**config.mk**
```make
export PLATFORM = sky130hd
export DESIGN_NAME = int_gen
export DESIGN_NICKNAME = d
export VERILOG_FILES = /design/src/rtl/int_gen.sv
export SDC_FILE = /design/constraint.sdc
export NUM_CORES = 1
export LEC_CHECK = 0
export ABC_AREA = 1
export BUFFER_PORTS_ARGS = -buffer_cell sky130_fd_sc_hd__buf_2
export CAP_MARGIN = 40
export CORE_MARGIN = 3
export CORE_UTILIZATION = 35
export DETAILED_ROUTE_END_ITERATION = 7
export PLACE_DENSITY_LB_ADDON = 0.3
export SKIP_CTS_REPAIR_TIMING = 1
export SLEW_MARGIN = 20
export SYNTH_ARGS = -nofsm -noshare
export SYNTH_HDL_FRONTEND = slang
export SYNTH_SLANG_ARGS = --single-unit
```
**constraint.sdc**
```tcl
create_clock -name clk -period 2.2 [get_ports clk]
set_clock_uncertainty 0.05 [all_clocks]
set_input_delay 0.22 -clock clk [delete_from_list [all_inputs] [get_ports clk]]
set_output_delay 0.22 -clock clk [all_outputs]
set_load 0.05 [all_outputs]
```
**src/rtl/int_gen.sv**
```systemverilog
// rtl/int_gen.sv - programmable interrupt source with store-based acknowledge
// Optional watchdog: define INT_GEN_TIMEOUT_EN to force-drop unacknowledged requests after TIMEOUT cycles.
module int_gen #(
  parameter logic [31:0] INT_ADDR = 32'h0000_7F20,
  parameter logic [3:0]  HOLDOFF  = 4'd2,
  parameter logic [31:0] TIMEOUT  = 32'd1024
) (
  input  logic        clk,
  input  logic        reset,
  input  logic [31:0] m_int_addr,
  input  logic [3:0]  m_int_byteen,
  input  logic        cfg_we,
  input  logic [1:0]  cfg_addr,
  input  logic [31:0] cfg_wdata,
  output logic        interrupt,
  output logic        busy,
  output logic [15:0] fired_cnt,
  output logic [7:0]  spurious_cnt,
  output logic        timeout_flag
);

  typedef enum logic [2:0] {
    S_IDLE,
    S_COUNT,
    S_ASSERT,
    S_HOLDOFF,
    S_DONE
  } state_t;

  state_t      state_q, state_d;
  logic [31:0] period_q, period_d;
  logic [15:0] limit_q, limit_d;
  logic        en_q, en_d;
  logic        rpt_q, rpt_d;
  logic [31:0] cnt_q, cnt_d;
  logic [3:0]  hcnt_q, hcnt_d;
  logic [15:0] fired_q, fired_d;
  logic [7:0]  spur_q, spur_d;
  logic        irq_q, irq_d;
`ifdef INT_GEN_TIMEOUT_EN
  logic [31:0] wdog_q, wdog_d;
  logic        tflag_q, tflag_d;
`endif

  logic        ack;
  logic        ctrl_wr;
  logic [31:0] period_eff;
  logic        unused_bits;

  // Word-address match; byte offset within the word does not matter.
  assign ack        = (m_int_addr[31:2] == INT_ADDR[31:2]) && (m_int_byteen != 4'd0);
  assign ctrl_wr    = cfg_we && (cfg_addr == 2'd2);
  // A zero period would never hit the cnt==1 compare, so it behaves as 1.
  assign period_eff = (period_q == 32'd0) ? 32'd1 : period_q;

  // Configuration register writes; the countdown only picks these up on reload.
  always_comb begin
    period_d = period_q;
    limit_d  = limit_q;
    en_d     = en_q;
    rpt_d    = rpt_q;
    if (cfg_we) begin
      case (cfg_addr)
        2'd0: period_d = cfg_wdata;
        2'd1: limit_d  = cfg_wdata[15:0];
        2'd2: begin
          en_d  = cfg_wdata[0];
          rpt_d = cfg_wdata[1];
        end
        default: ;
      endcase
    end
  end

  // Schedule FSM; a CTRL write overrides everything, including a same-cycle ACK.
  always_comb begin
    state_d = state_q;
    cnt_d   = cnt_q;
    hcnt_d  = hcnt_q;
    fired_d = fired_q;
    spur_d  = spur_q;
`ifdef INT_GEN_TIMEOUT_EN
    wdog_d  = 32'd0;
    tflag_d = tflag_q;
`endif
    if (ctrl_wr) begin
      state_d = S_IDLE;
      fired_d = 16'd0;
      spur_d  = 8'd0;
`ifdef INT_GEN_TIMEOUT_EN
      tflag_d = 1'b0;
`endif
    end else begin
      if (ack && (state_q != S_ASSERT) && (spur_q != 8'hFF)) begin
        spur_d = spur_q + 8'd1;
      end
      case (state_q)
        S_IDLE: begin
          if (en_q) begin
            cnt_d   = period_eff;
            state_d = S_COUNT;
          end
        end
        S_COUNT: begin
          if (cnt_q == 32'd1) begin
            state_d = S_ASSERT;
            if (fired_q != 16'hFFFF) begin
              fired_d = fired_q + 16'd1;
            end
          end else begin
            cnt_d = cnt_q - 32'd1;
          end
        end
        S_ASSERT: begin
          if (ack) begin
            state_d = S_HOLDOFF;
            hcnt_d  = HOLDOFF;
          end
`ifdef INT_GEN_TIMEOUT_EN
          else if (wdog_q == TIMEOUT - 32'd1) begin
            state_d = S_HOLDOFF;
            hcnt_d  = HOLDOFF;
            tflag_d = 1'b1;
          end else begin
            wdog_d = wdog_q + 32'd1;
          end
`endif
        end
        S_HOLDOFF: begin
          if (hcnt_q == 4'd0) begin
            if (rpt_q && ((limit_q == 16'd0) || (fired_q < limit_q))) begin
              cnt_d   = period_eff;
              state_d = S_COUNT;
            end else begin
              state_d = S_DONE;
            end
          end else begin
            hcnt_d = hcnt_q - 4'd1;
          end
        end
        S_DONE: ;
        default: state_d = S_IDLE;
      endcase
    end
    irq_d = (state_d == S_ASSERT);
  end

  // State and register update with synchronous active-low reset.
  always_ff @(posedge clk) begin
    if (!reset) begin
      state_q  <= S_IDLE;
      period_q <= 32'd1;
      limit_q  <= 16'd0;
      en_q     <= 1'b0;
      rpt_q    <= 1'b0;
      cnt_q    <= 32'd0;
      hcnt_q   <= 4'd0;
      fired_q  <= 16'd0;
      spur_q   <= 8'd0;
      irq_q    <= 1'b0;
`ifdef INT_GEN_TIMEOUT_EN
      wdog_q   <= 32'd0;
      tflag_q  <= 1'b0;
`endif
    end else begin
      state_q  <= state_d;
      period_q <= period_d;
      limit_q  <= limit_d;
      en_q     <= en_d;
      rpt_q    <= rpt_d;
      cnt_q    <= cnt_d;
      hcnt_q   <= hcnt_d;
      fired_q  <= fired_d;
      spur_q   <= spur_d;
      irq_q    <= irq_d;
`ifdef INT_GEN_TIMEOUT_EN
      wdog_q   <= wdog_d;
      tflag_q  <= tflag_d;
`endif
    end
  end

  assign interrupt    = irq_q;
  assign busy         = (state_q == S_COUNT) || (state_q == S_ASSERT) || (state_q == S_HOLDOFF);
  assign fired_cnt    = fired_q;
  assign spurious_cnt = spur_q;
`ifdef INT_GEN_TIMEOUT_EN
  assign timeout_flag = tflag_q;
  assign unused_bits  = ^m_int_addr[1:0];
`else
  assign timeout_flag = 1'b0;
  assign unused_bits  = ^{m_int_addr[1:0], TIMEOUT};
`endif

endmodule

```
# Word-level counts from Yosys, hierarchy flattened
# Index checks and enable logic that the tools add are counted.
# op_classes
add_sub_neg,4
magnitude_cmp,1
n_eq_ne,18
n_mux,16
bitwise,2
n_reduce_logical,23
# ops
operator,count
$mux W32,5
$pmux W32 S3,1
$eq A32 B1 Y1 const B,1
$logic_not A32 Y1,1
$sub A32 B1 Y32 const B,1
$eq A30 B13 Y1 const B,1
$mux W3,6
$add A16 B1 Y16 const B,1
$logic_not A16 Y1,1
$lt A16 B16 Y1,1
$ne A16 B16 Y1 const B,1
$pmux W3 S5,1
$ne A2 B2 Y1 const B,6
$eq A3 B2 Y1 const B,3
$add A8 B1 Y8 const B,1
$mux W4,2
$ne A8 B8 Y1 const B,1
$pmux W4 S2,1
$reduce_and A2 Y1,3
$reduce_and A6 Y1,1
$logic_and A1 B1 Y1,5
$logic_not A4 Y1,1
$reduce_and A4 Y1,1
$reduce_bool A4 Y1,1
other kinds (14),17
# totals
regBits,114
in_bits,73
out_inout_bits,27
word_cells,74

# Logic depth before layout (Yosys ltp)
# Gate-level depths: netlist of the first run.
# logic_depth
ltp_word,8
ltp_mapped,18

# Least setup slack after synthesis of the first run
# No wires, ideal clock.
# synth_timing
kind,register -> register
from,register fired_q[5] (netlist: fired_cnt[5])
to,register cnt_q[10]
setup_ns,0.115
t_arrival_ns,2.018
setup_slack_ns,0.017
stages_incl_launch_ff,15
path_buffers,1
period_less_slack_ns,2.183
cell_sequence,dfxtp_1 -> ha_1 -> a21oi_1 -> nor2_1 -> nor3_1 -> nand2_1 -> nand2_1 -> nand2_1 -> nand2_1 -> nand2_1 -> nand2_2 -> buf_2 -> nand3b_1 -> nand2_1 -> nor2_1
# synth_between
elab_chain_len,5
# synth_rtl
element,line_no,rtl
"start, declared",37,"logic [15:0] fired_q, fired_d;"
"start signal, assigned",173,fired_q <= fired_d;
$lt A16 B16 Y1,131,if (rpt_q && ((limit_q == 16'd0) || (fired_q < limit_q))) begin
$logic_or A1 B1 Y1,131,
$logic_and A1 B1 Y1,131,
$ne A2 B2 Y1 (no line),-,
$reduce_and A6 Y1 (no line),-,
"end signal, assigned",171,cnt_q <= cnt_d;
"end, declared",35,"logic [31:0] cnt_q, cnt_d;"
# No other way between the ends.
# A chain may end at the register's enable or synchronous reset.

# Final worst setup path of the first run
# layout_timing
from,register limit_q[13]
to,register cnt_q[10]
# layout_between
elab_chain_len,5
word_cells_on_any_way,6
classes_between,1 x order compare; 1 x eq/ne; 4 x reduce/logical
# layout_rtl
element,line_no,rtl
"start, declared",32,"logic [15:0] limit_q, limit_d;"
"start signal, assigned",168,limit_q <= limit_d;
$lt A16 B16 Y1 / $logic_not A16 Y1 (equally long branches),131,
$logic_or A1 B1 Y1 *,131,
$logic_and A1 B1 Y1 *,131,
$ne A2 B2 Y1 (no line) *,-,
$reduce_and A6 Y1 (no line) *,-,
# Every way passes the cells marked *; elsewhere a longest branch is shown, timed or not.

==> summary by stage, run 1 <==
Synth
Summing the areas of all compound-gate instances in the mapped netlist gives 14.6% of the synthesized area. The number of instances in the synthesized netlist is 1021. The net count after synthesis is 1115. By area, the combinational part of the netlist is dominated by simple AND/OR/NAND/NOR gates. After synthesis, the netlist uses 43 different library cells. The summed instance area of the synthesized netlist is 6720 µm². A synthesized cell averages 6.58 µm². The number of enable-type register cells in the synthesized netlist is 0. The primary flip-flop cell chosen by synthesis mapping is sky130_fd_sc_hd__dfxtp_1.

The fraction of the mapped netlist area in adder cells is 3.91%. Counting flops with an async set or reset pin after synthesis yields a share of 0%. The proportion of synthesized area in mux cells is 0.447%. In this run, synthesis produced a sequential element count of 114. For this run, the register share of the synthesized area comes to 34.0%. The synthesis warning total is 0. The simple logic cell fraction of the synthesized area is 33.5%. After Yosys synthesis, XOR and XNOR cells account for 4.17% of the synthesized area.

STA
The worst path setup slack after routing is 0.111 ns. Derived from the worst setup path, the maximum achievable clock frequency is 479 MHz. On the final layout, the worst hold slack is -0.0225 ns. The worst-margin pin slew is 0.776 ns. In this run the tightest slew margin relative to its limit is 48.3%. The setup violation total in the final timing report is 0. The final critical path takes up 95.0% of the cycle.

The number of max-slew violations in the final report is 0. The hold violation count in the final report was 6. Counting I/O delays and the setup requirement, the final critical path takes 2.09 ns.

Worst setup path
The signal arrival time at the worst endpoint is 2.35 ns. The path type of the worst setup path is reg -> reg. The kind of launch point of the worst setup path is a register. The startpoint identified for the worst register-to-register timing path is limit_q[13]. The number of cells on the worst reg-to-reg path is 13. The setup slack on the worst flop-to-flop path is 0.11 ns. For the worst setup path, the data required time is 2.46 ns. The endpoint identified for the worst register-to-register timing path is cnt_q[10].

The maximum fanout count along the critical path is 12. The worst setup path is captured at a register.

CTS
CTS built an H-tree with a depth of 4. The TritonCTS buffer count is 17. The CTS clock-pin slew for the worst setup and hold paths is 0.05 ns.

The root buffer cell chosen for the clock tree is sky130_fd_sc_hd__clkbuf_16. The clock passes through at most 2 buffers. The number of clock sinks seen by CTS is 114.

The TritonCTS clock tree is yes. Clock latency on the worst-skew pair, taken at its later pin, is 0.42 ns.

Global route
The first global-routing pass estimated 30200 µm of wire. Entering global routing, the biggest net connects 84 pins. The overall fraction of global-route tracks in use is 18.0%. The initial antenna violation count was 0. The number of global-route vias before repair is 6289.

The total overflow left after global routing is 0.

Final layout
0 antenna diodes ended up in the layout. The layout cell share with drive strength beyond 1 is 19.8%. The area growth from synthesis to layout is 25.5%.

The library cell used most frequently in the layout, excluding fill and tap cells, is sky130_fd_sc_hd__nand2_1. In the final design database the tool counted 1234 nets. The library cells used most frequently in the layout, excluding fill and tap cells, are sky130_fd_sc_hd__nand2_1, sky130_fd_sc_hd__nor2_1, sky130_fd_sc_hd__dfxtp_1.

Placement
Timing analysis after detailed placement gives a worst setup slack of 0.0211 ns. The number of buffers inserted by port buffering is 96. The final estimated routing congestion in global placement is 0.902.

The detailed-placement wirelength estimate is 13900 µm.

Floorplan
The region available for standard cell placement spans 18800 µm². The die width is 145 µm. The effective utilization at floorplan is 35.8%.

The die area is 20900 µm². The number of standard-cell rows in the floorplan is 50. The die height is 145 µm. The I/O pin total is 100.

Routing
The routed length per placed instance is 13.8 µm. In the routed layout, each cell is associated on average with a via count of 4.98. The number of antenna-violating nets in the routed design is 0. The routed layout has 6900 vias. In the routed design, unresolved DRC markers number 0.

The number of detailed-routing iterations run before antenna repair is 6. For this block, the initial DRC count from the detailed router was 484. Summed over all layers, the routed wires come to 19100 µm.

Pwr
The power density normalized to cell area is 737 nW/µm². The static power due to leakage is 3.82 nW. The worst-case IR drop observed on VDD is 0.597 mV.

The total power is 0.00621 W.

Min path
The worst hold path endpoint is period_q[30]. The min-delay analysis places its worst path in the category in -> reg. The source of the worst hold timing path is cfg_wdata[30]. The cell depth of the worst min-delay path is 3.

Outcome
The checks that failed: negative hold slack. The run finished, with violations left.

Job
Across the run, the number of max-cap violations was 0.
-- critical path, stage by stage (launching register included) --
cell                       delay [ns]
sky130_fd_sc_hd__dfxtp_1         0.34
sky130_fd_sc_hd__inv_1           0.07
sky130_fd_sc_hd__ha_1            0.30
sky130_fd_sc_hd__a21oi_1         0.13
sky130_fd_sc_hd__o21ai_1         0.11
sky130_fd_sc_hd__a21oi_2         0.13
sky130_fd_sc_hd__nand2_1         0.08
sky130_fd_sc_hd__nand2_2         0.13
sky130_fd_sc_hd__nand2_4         0.09
sky130_fd_sc_hd__nand2_8         0.17
sky130_fd_sc_hd__buf_12          0.16
sky130_fd_sc_hd__nand3b_1        0.08
sky130_fd_sc_hd__nand2_1         0.07
sky130_fd_sc_hd__nor2_1          0.05
-- cell type report --
class | instances | area [µm²]
Fill cell | 1943 | 10300
Multi-Input combinational cell | 754 | 3990
Sequential cell | 114 | 2290
Timing Repair Buffer | 135 | 841
Clock buffer | 20 | 467
Inverter | 118 | 445
Tap cell | 234 | 293
Clock inverter | 10 | 110
-- cells by family after synthesis --
group                    Yosys count
multiplexers                       3
AND/OR/NAND/NOR                  503
flip-flops                       114
buffers and inverters            155
other                              1
adder cells (fa/ha/maj)           21
AO/OA/AOI/OAI                    192
XOR/XNOR                          32
-- stage by stage --
stage / instances / cell area, µm² / hold WS, ns / setup TNS, ns / utilization [%]
6_report: 1385 / 8430 / -0.0225 / 0 / 44.9
5_1_grt: 1385 / 8430 / 0.00701 / -0.381 / 44.9
4_1_cts: 1378 / 8160 / -0.0343 / -0.123 / 43.5
3_5_place_dp: 1348 / 7580 / 0.400 / 0 / 40.4
3_3_place_gp: 1348 / 7580 / 0.393 / 0 / 40.4
2_1_floorplan: 1021 / 6720 / 0.296 / 0 / -
-- registers in the layout, summed over array words and instances (netlist names), 3 cells and up --
signal	count
cnt_q	32
period_q	32
fired_cnt	16
limit_q	16
spurious_cnt	8
hcnt_q	4
state_q	3
-- cell usage after synthesis, types with 2 or more instances --
cell,number,share of area (%)
sky130_fd_sc_hd__a21oi_1,95,7.1
sky130_fd_sc_hd__and3_1,2,0.19
sky130_fd_sc_hd__buf_2,12,0.89
sky130_fd_sc_hd__buf_6,4,0.67
sky130_fd_sc_hd__clkbuf_1,19,1.1
sky130_fd_sc_hd__clkinv_1,2,0.11
sky130_fd_sc_hd__dfxtp_1,114,34
sky130_fd_sc_hd__ha_1,21,3.9
sky130_fd_sc_hd__inv_1,109,6.1
sky130_fd_sc_hd__inv_2,7,0.39
sky130_fd_sc_hd__mux2i_1,3,0.45
sky130_fd_sc_hd__nand2_1,192,11
sky130_fd_sc_hd__nand2_2,7,0.65
sky130_fd_sc_hd__nand3_1,61,4.5
sky130_fd_sc_hd__nand3b_1,3,0.34
sky130_fd_sc_hd__nand4_1,23,2.1
sky130_fd_sc_hd__nor2_1,159,8.9
sky130_fd_sc_hd__nor2_2,6,0.56
sky130_fd_sc_hd__nor2_4,5,0.84
sky130_fd_sc_hd__nor3_1,14,1.0
sky130_fd_sc_hd__nor3_2,2,0.30
sky130_fd_sc_hd__nor3b_2,2,0.37
sky130_fd_sc_hd__nor4_1,19,1.8
sky130_fd_sc_hd__o21ai_0,89,6.6
sky130_fd_sc_hd__o21ai_1,2,0.15
sky130_fd_sc_hd__or2_2,2,0.19
sky130_fd_sc_hd__xnor2_1,10,1.3
sky130_fd_sc_hd__xor2_1,22,2.9
-- per-layer routing --
metal	vias up	part of all wire [%]	track usage [%]	wire length [µm]
met3	9	5.6	4.20	1070
met5	-	0	0	0
met2	188	45	29.2	8650
met4	0	0.80	4.07	153
met1	3115	48	24.6	9250
li1	3588	-	-	-
-- power breakdown --
part | internal (W) | total (W) | leakage (nW) | switching [W]
logic | 0.000457 | 0.00124 | 2.61 | 0.000788
registers | 0.00217 | 0.00227 | 0.931 | 0.0000984
clock network | 0.00173 | 0.00270 | 0.276 | 0.000970
total | 0.00436 | 0.00621 | 3.82 | 0.00186
-- how the worst max path moves through the flow --
| stage | from | to | depth (start not counted) |
|---|---|---|---|
| 3_5_place_dp | limit_q[15] | cnt_q[31] | 15 |
| 6_report | limit_q[13] | cnt_q[10] | 13 |
| 2_1_floorplan | fired_cnt[5] | cnt_q[10] | 14 |
| 4_1_cts | limit_q[5] | cnt_q[20] | 15 |
| 5_1_grt | limit_q[13] | cnt_q[15] | 13 |
| 3_3_place_gp | limit_q[15] | cnt_q[26] | 15 |
(Power assumes the default switching activity.)
==> run 2: changes to the inputs <==
--- a/config.mk
+++ b/config.mk
@@ -8,12 +8,14 @@
 export ABC_AREA = 1
 export BUFFER_PORTS_ARGS = -buffer_cell sky130_fd_sc_hd__buf_2
 export CAP_MARGIN = 40
+export CELL_PAD_IN_SITES_DETAIL_PLACEMENT = 1
+export CELL_PAD_IN_SITES_GLOBAL_PLACEMENT = 1
 export CORE_MARGIN = 3
 export CORE_UTILIZATION = 35
 export DETAILED_ROUTE_END_ITERATION = 7
 export PLACE_DENSITY_LB_ADDON = 0.3
 export SKIP_CTS_REPAIR_TIMING = 1
-export SLEW_MARGIN = 20
+export SLEW_MARGIN = 10
 export SYNTH_ARGS = -nofsm -noshare
 export SYNTH_HDL_FRONTEND = slang
 export SYNTH_SLANG_ARGS = --single-unit
==> constraint.sdc (replaced) <==
create_clock -name clk -period 2.1 [get_ports clk]
set_clock_uncertainty 0.05 [all_clocks]
set_input_delay 0.21 -clock clk [delete_from_list [all_inputs] [get_ports clk]]
set_output_delay 0.21 -clock clk [all_outputs]
set_load 0.05 [all_outputs]
==> run 2 against run 1 <==
Effect of this change:
- the flow finishes with violations (negative hold slack, negative setup slack)
- count of clock-buffer cells in the layout grew 2
- via count grew 6.5%
- maximum frequency shrank 3.3%
- highest routed layer unchanged
- register-to-register slack lost 0.17 ns
- hold slack lost 0.0028 ns
- largest power group unchanged
==> summary by stage, run 2 (same netlist as run 1, synthesis figures left out) <==
Outcome
Status: finished, violations left (unchanged). Violations in the final reports: negative hold slack, negative setup slack (was negative hold slack).

Global route
The final global-route overflow total was 0 (unchanged). The overall fraction of global-route tracks in use was 21.6% (was 18.0%). The first-pass GRT wire length came to 36000 µm (was 30200 µm). The number of global-route vias before repair came to 7234 (was 6289).

The maximum number of pins on one net before global-route repair came to 47 (was 84). The initial antenna violation count was 0 (unchanged).

Floorplan
The number of standard-cell rows in the floorplan is 50 (unchanged). The die area is 20900 µm² (unchanged). The effective utilization at floorplan is 35.8% (unchanged). The core outline area is 18800 µm² (unchanged).

The I/O pin total is 100 (unchanged). The die width is 145 µm (unchanged). The die height is 145 µm (unchanged).

STA
The hold violation count in the final report is 4 (was 6). The maximum clock frequency came to 463 MHz (was 479 MHz). The number of max-slew violations in the final report is 0 (unchanged). The setup total negative slack is -0.262 ns (was 0 ns). The remaining max-slew budget at the tightest pin is 56.9% (was 48.3%). Setup repair after global routing could not meet its margin everywhere. The worst hold slack is -0.0253 ns (was -0.0225 ns). The ratio of final minimum period to clock period is 103% (was 95.0%). The setup violation total in the final timing report is 8 (was 0). The worst-margin pin slew is 0.642 ns (was 0.776 ns).

The worst path setup slack after routing is -0.0612 ns (was 0.111 ns). The time the final worst path needs with I/O delays and setup is 2.16 ns (was 2.09 ns).

Min path
The worst hold path endpoint is period_q[30] (unchanged). The cell depth of the worst min-delay path is 3 (unchanged). The worst hold path class is in -> reg (unchanged). The source of the worst hold timing path is cfg_wdata[30] (unchanged).

Job
The count of max-cap constraint violations is 0 (unchanged).

CTS
The number of levels the H-tree was split into was 4 (unchanged). The buffer levels on the longest clock path is 2 (unchanged). The TritonCTS buffer count is 17 (unchanged). The worst-skew pair later-pin latency is 0.43 ns (was 0.42 ns). The CTS clock-pin slew for the worst setup and hold paths is 0.06 ns (was 0.05 ns). The number of clock sinks seen by CTS came to 114 (unchanged).

The clock root buffer is sky130_fd_sc_hd__clkbuf_16 (unchanged). The TritonCTS clock tree is yes (unchanged).

Pwr
The worst supply voltage drop on vdd is 0.671 mV (was 0.597 mV). The power density normalized to cell area is 770 nW/µm² (was 737 nW/µm²). The switching power total is 0.00217 W (was 0.00186 W). The internal power came to 0.00475 W (was 0.00436 W). The static power due to leakage is 4.04 nW (was 3.82 nW). The sequential fraction of design power came to 34.4% (was 36.5%). The total power was 0.00691 W (was 0.00621 W). The switching share of power was 31.3% (was 29.9%). The part of the power in combinational logic was 22.3% (was 20.0%).

The clock share of power was 43.3% (was 43.5%).

Worst setup path
The depth of the worst register-to-register path is 15 (was 13). The kind of launch point of the worst setup path was a register (unchanged). The setup slack on the worst flop-to-flop path is -0.06 ns (was 0.11 ns). The signal arrival time at the worst endpoint is 2.42 ns (was 2.35 ns). The path type of the worst setup path is reg -> reg (unchanged). Crit path cell chain: inv_2 -> ha_4 -> nand2_2 -> nor2_1 -> nor3_1 -> nand2_1 -> nand2_1 -> nand2_2 -> nand2_4 -> nand2_4 -> nand2_8 -> clkbuf_16 -> nand3b_1 -> nand2_1 -> nor2_1 (was inv_1 -> ha_1 -> a21oi_1 -> o21ai_1 -> a21oi_2 -> nand2_1 -> nand2_2 -> nand2_4 -> nand2_8 -> buf_12 -> nand3b_1 -> nand2_1 -> nor2_1). The cell repeated most along the worst path is sky130_fd_sc_hd__nand2_1 (unchanged). The reg-to-reg startpoint is limit_q[6] (was limit_q[13]). The cell at the slowest stage of the critical path is sky130_fd_sc_hd__dfxtp_1 (unchanged). The type of element capturing the critical path is a register (unchanged). The worst path required time was 2.36 ns (was 2.46 ns). The maximum fanout count along the critical path is 8 (was 12). The end of the worst register-to-register path is cnt_q[4] (was cnt_q[10]). The largest stage delay on the critical path is 0.35 ns (was 0.34 ns).

Final layout
Leading cell types in the layout, fill and taps excluded: sky130_fd_sc_hd__nand2_1, sky130_fd_sc_hd__nor2_1, sky130_fd_sc_hd__inv_1 (was sky130_fd_sc_hd__nand2_1, sky130_fd_sc_hd__nor2_1, sky130_fd_sc_hd__dfxtp_1). The multi-input gate area in the final layout is 4250 µm² (was 3990 µm²). The area added between synthesis and finish was 33.5% (was 25.5%). The register cell area after layout came to 2310 µm² (was 2290 µm²).

The area of all placed cells without fillers was 8970 µm² (was 8430 µm²). Top flop regs: cnt_q (32), period_q (32) (unchanged). The utilization of the core after routing is 47.8% (was 44.9%). The filler cell count is 2431 (was 1943). The number of nets in the layout is 1258 (was 1234). The leading cell type in the layout, fill and taps excluded is sky130_fd_sc_hd__nand2_1 (unchanged). The filler-free cell count of the finished design is 1411 (was 1385). The layout cell share with drive strength beyond 1 is 27.2% (was 19.8%). The diode insertion count for antenna repair is 0 (unchanged).

Routing
The DRC violation count after routing came to 0 (unchanged). The routed length per placed instance is 17.2 µm (was 13.8 µm). The number of antenna-violating nets in the routed design is 0 (unchanged). The number of detailed-routing iterations run before antenna repair was 5 (was 6). The count of routing violations after the opening detailed-route iteration was 397 (was 484).

The post-detailed-routing wire length is 24300 µm (was 19100 µm). The overall via count from detail_route is 7346 (was 6900). The per-cell via count in the routed design is 5.21 (was 4.98).

Placement
The detailed-placement wirelength estimate is 16300 µm (was 13900 µm). The number of buffers inserted by port buffering is 96 (unchanged). The placed standard-cell area is 7730 µm² (was 7580 µm²). The placed instance count is 1365 (was 1348). The final estimated routing congestion in global placement is 0.846 (was 0.902).
run 2: routing by layer:
layer / track usage, % / vias up / wire, µm
li1: - / 3625 / -
met1: 29.4 / 3527 / 11000
met2: 35.5 / 168 / 11800
met3: 3.57 / 26 / 1180
met4: 6.04 / 0 / 362
met5: 0 / - / 0
run 2: worst max-delay path by stage:
stage | startpoint | to | slack, ns | depth (start not counted)
6_report | limit_q[6] | cnt_q[4] | -0.06 | 15
5_1_grt | limit_q[6] | cnt_q[18] | -0.15 | 15
4_1_cts | limit_q[15] | cnt_q[26] | -0.14 | 14
3_5_place_dp | limit_q[15] | cnt_q[3] | -0.08 | 15
3_3_place_gp | limit_q[15] | cnt_q[17] | 0.03 | 15
2_1_floorplan | fired_cnt[12] | cnt_q[10] | 0.01 | 12
run 2: worst max-delay path: cells and delay by family, from the launching register on:
| family | cells | cell delay [ns] |
|---|---|---|
| flip-flops | 1 | 0.35 |
| buffers and inverters | 2 | 0.27 |
| AND/OR/NAND/NOR | 12 | 1.15 |
| adder cells (fa/ha/maj) | 1 | 0.23 |
run 2: power groups by stage:
stage	Sequential, W	Combinational (W)	Clock, W
2_1_floorplan	0.00239	0.000919	0
3_3_place_gp	0.00241	0.00131	0
3_5_place_dp	0.00241	0.00134	0
4_1_cts	0.00237	0.00137	0.00303
5_1_grt	0.00239	0.00171	0.00312
6_report	0.00238	0.00154	0.00299
run 2: area by class of cell:
| class | instances | area share (%) |
|---|---|---|
| Clock buffer | 22 | 5.17 |
| Clock inverter | 10 | 1.48 |
| Inverter | 118 | 4.98 |
| Multi-Input combinational cell | 753 | 47.4 |
| Sequential cell | 114 | 25.7 |
| Tap cell | 234 | 3.26 |
| Timing Repair Buffer | 160 | 12.0 |
run 2: metrics by stage:
| stage | hold slack, ns | worst slack (ns) |
|---|---|---|
| after floorplan | 0.286 | 0.0108 |
| after global placement | 0.384 | 0.0291 |
| after detailed placement | 0.393 | -0.0822 |
| after CTS | -0.0473 | -0.136 |
| after global routing | 0.00429 | -0.148 |
| final | -0.0253 | -0.0612 |
==> run 3: changes to the inputs <==
--- a/config.mk
+++ b/config.mk
@@ -10,9 +10,10 @@
 export CAP_MARGIN = 40
 export CELL_PAD_IN_SITES_DETAIL_PLACEMENT = 1
 export CELL_PAD_IN_SITES_GLOBAL_PLACEMENT = 1
-export CORE_MARGIN = 3
+export CORE_MARGIN = 2
 export CORE_UTILIZATION = 35
 export DETAILED_ROUTE_END_ITERATION = 7
+export HOLD_SLACK_MARGIN = 0.06
 export PLACE_DENSITY_LB_ADDON = 0.3
 export SKIP_CTS_REPAIR_TIMING = 1
 export SLEW_MARGIN = 10
==> run 3 against run 2 <==
Effect of this change:
- the run ends with negative setup slack left
- maximum frequency increased by 1.7%
- sequential power barely moved
- count of clock-buffer cells in the layout increased by 3
- global-route usage grew 0.28 points
- non-clock buffer count grew 14
- highest routed layer is now met5
==> summary by stage, run 3 (same netlist as run 1, synthesis figures left out) <==
CTS
The number of clock sinks seen by CTS is 114 (unchanged). The number of levels the H-tree was split into is 4 (unchanged). The TritonCTS clock tree was yes (unchanged). The CTS clock-pin slew for the worst setup and hold paths is 0.06 ns (about the same). The clock root buffer is sky130_fd_sc_hd__clkbuf_16 (unchanged).

The buffer levels on the longest clock path is 2 (unchanged). The worst-skew pair later-pin latency is 0.42 ns (was 0.43 ns). The TritonCTS buffer count is 17 (unchanged).

Final layout
Top flop regs: cnt_q (32), period_q (32) (unchanged). The diode insertion count for antenna repair is 0 (unchanged). The filler cell count came to 2451 (was 2431). The layout cell share with drive strength beyond 1 is 24.2% (was 27.2%). The leading cell type in the layout, fill and taps excluded is sky130_fd_sc_hd__nand2_1 (unchanged). The filler-free cell count of the finished design is 1424 (was 1411). The number of nets in the layout came to 1273 (was 1258).

Leading cell types in the layout, fill and taps excluded: sky130_fd_sc_hd__nand2_1, sky130_fd_sc_hd__nor2_1, sky130_fd_sc_hd__inv_1 (unchanged). The area added between synthesis and finish is 34.0% (was 33.5%).

Floorplan
The I/O pin total is 100 (unchanged). The die area is 20300 µm² (was 20900 µm²). The number of standard-cell rows in the floorplan is 50 (unchanged). The die height is 143 µm (was 145 µm). The die width is 143 µm (was 145 µm). The core outline area is 18800 µm² (unchanged). The effective utilization at floorplan was 35.8% (unchanged).

Worst setup path
The signal arrival time at the worst endpoint is 2.43 ns (was 2.42 ns). The worst path required time was 2.41 ns (was 2.36 ns). The cell at the slowest stage of the critical path is sky130_fd_sc_hd__dfxtp_1 (unchanged). The kind of launch point of the worst setup path is a register (unchanged). Crit path cell chain: inv_1 -> ha_1 -> nand2_1 -> o21ai_0 -> a21oi_2 -> nand2_1 -> nand2_2 -> nand2_4 -> nand2_8 -> clkbuf_16 -> nand3_1 -> nand2_1 -> nor2_1 (was inv_2 -> ha_4 -> nand2_2 -> nor2_1 -> nor3_1 -> nand2_1 -> nand2_1 -> nand2_2 -> nand2_4 -> nand2_4 -> nand2_8 -> clkbuf_16 -> nand3b_1 -> nand2_1 -> nor2_1).

The cell repeated most along the worst path is sky130_fd_sc_hd__nand2_1 (unchanged). The type of element capturing the critical path was a register (unchanged). The largest stage delay on the critical path is 0.33 ns (was 0.35 ns). The depth of the worst register-to-register path is 13 (was 15).

The maximum fanout count along the critical path is 5 (was 8). The path type of the worst setup path was reg -> reg (unchanged).

Outcome
Violations in the final reports: negative setup slack (was negative hold slack, negative setup slack). Status: finished, violations left (unchanged).

Routing
The post-detailed-routing wire length is 24100 µm (was 24300 µm). The count of routing violations after the opening detailed-route iteration is 447 (was 397). The overall via count from detail_route is 7388 (was 7346).

The number of detailed-routing iterations run before antenna repair was 7 (was 5). The number of antenna-violating nets in the routed design is 0 (unchanged). The per-cell via count in the routed design is 5.19 (was 5.21). The DRC violation count after routing is 0 (unchanged). The routed length per placed instance came to 16.9 µm (was 17.2 µm).

STA
The number of max-slew violations in the final report is 0 (unchanged). The setup total negative slack is -0.103 ns (was -0.262 ns). The worst-margin pin slew is 0.706 ns (was 0.642 ns). Setup repair after global routing missed its margin: yes (unchanged). The setup violation total in the final timing report is 8 (unchanged). The worst path setup slack after routing was -0.0241 ns (was -0.0612 ns). The time the final worst path needs with I/O delays and setup came to 2.12 ns (was 2.16 ns). The maximum clock frequency is 471 MHz (was 463 MHz). The ratio of final minimum period to clock period was 101% (was 103%).

The remaining max-slew budget at the tightest pin is 52.7% (was 56.9%). The hold violation count in the final report is 0 (was 4).

Min path
The cell depth of the worst min-delay path came to 3 (unchanged). The worst hold path class is in -> reg (unchanged).

Global route
The number of global-route vias before repair came to 7043 (was 7234). The met1 routing resource usage after global routing is 29.5% (was 29.4%). The final global-route overflow total was 0 (unchanged). The met3 global-route usage was 3.90% (was 3.57%). The most crowded layer after global routing was met2 (unchanged). The maximum number of pins on one net before global-route repair was 84 (was 47). The global routing usage on met2 is 35.6% (was 35.5%).

The overall fraction of global-route tracks in use is 21.9% (was 21.6%). The initial antenna violation count is 1 (was 0). The first-pass GRT wire length is 35100 µm (was 36000 µm).

Placement
The placed instance count came to 1359 (was 1365). The detailed-placement wirelength estimate is 16000 µm (was 16300 µm). The final estimated routing congestion in global placement is 0.859 (was 0.846). The pre-CTS setup slack is -0.0857 ns (was -0.0822 ns). The number of buffers inserted by port buffering was 96 (unchanged).

Pwr
The static power due to leakage is 4.09 nW (was 4.04 nW). The worst supply voltage drop on vdd was 0.582 mV (was 0.671 mV). The power density normalized to cell area is 763 nW/µm² (was 770 nW/µm²).

Job
The count of max-cap constraint violations is 0 (unchanged).
[run 3: cell types whose count changed in the layout (fill, tap and decap cells not counted), moves of 3 or more]
cell / delta
sky130_fd_sc_hd__dlygate4sd3_1: +14
sky130_fd_sc_hd__ha_1: +3
sky130_fd_sc_hd__clkinvlp_4: -3
sky130_fd_sc_hd__a21oi_1: +11
sky130_fd_sc_hd__a21oi_2: -8
sky130_fd_sc_hd__nand3_2: -3
sky130_fd_sc_hd__a21oi_4: -3
sky130_fd_sc_hd__nor2_1: +8
sky130_fd_sc_hd__nand3_1: +3
sky130_fd_sc_hd__buf_4: -3
sky130_fd_sc_hd__nor2_2: -8
[run 3: final cells by class]
class	count	area (µm²)	share of cell area [%]
inverters	118	447	4.96
clock buffers	25	495	5.50
clock inverters	5	100	1.11
flip-flops and latches	114	2310	25.6
multi-input cells	754	4120	45.8
repair buffers	174	1240	13.8
well taps	234	293	3.25
[run 3: path summary, 6_finish.rpt]
path	slack (ns)	to	startpoint
max	-0.02	cnt_q[6]	limit_q[11]
min reg2reg	0.40	rpt_q	rpt_q
min	0.03	period_q[26]	cfg_wdata[26]
max reg2reg	-0.02	cnt_q[6]	limit_q[11]
[run 3: layer usage]
metal / vias to the layer above / part of all wire (%)
li1: 3653 / -
met5: - / 0.029
met2: 153 / 48
met4: 2 / 1.5
met1: 3553 / 47
met3: 27 / 3.7
[run 3: critical path, delay by kind of cell, from the launching register on]
family / cells / cell delay [ns]
and+or+nand+nor: 8 / 0.79
DFF: 1 / 0.33
AOI/OAI and AO/OA: 2 / 0.33
adders and majority gates: 1 / 0.29
buffers and inverters: 2 / 0.27
[run 3: report_power, final]
group | internal [W] | total, W | leakage (nW) | switching (W)
sequential | 0.00228 | 0.00238 | 0.938 | 0.000104
combinational | 0.000543 | 0.00149 | 2.86 | 0.000951
clock | 0.00197 | 0.00300 | 0.293 | 0.00102
total | 0.00479 | 0.00687 | 4.09 | 0.00208
[run 3: through the flow]
step	hold WS [ns]	instance area [µm²]	power, W	util (%)
floorplan	0.286	6740	0.00331	-
global placement	0.383	7700	0.00371	41.0
detailed placement	0.391	7700	0.00374	41.0
CTS	-0.0471	8300	0.00674	44.2
global route	0.0628	9010	0.00718	48.0
finish	0.0272	9010	0.00687	48.0
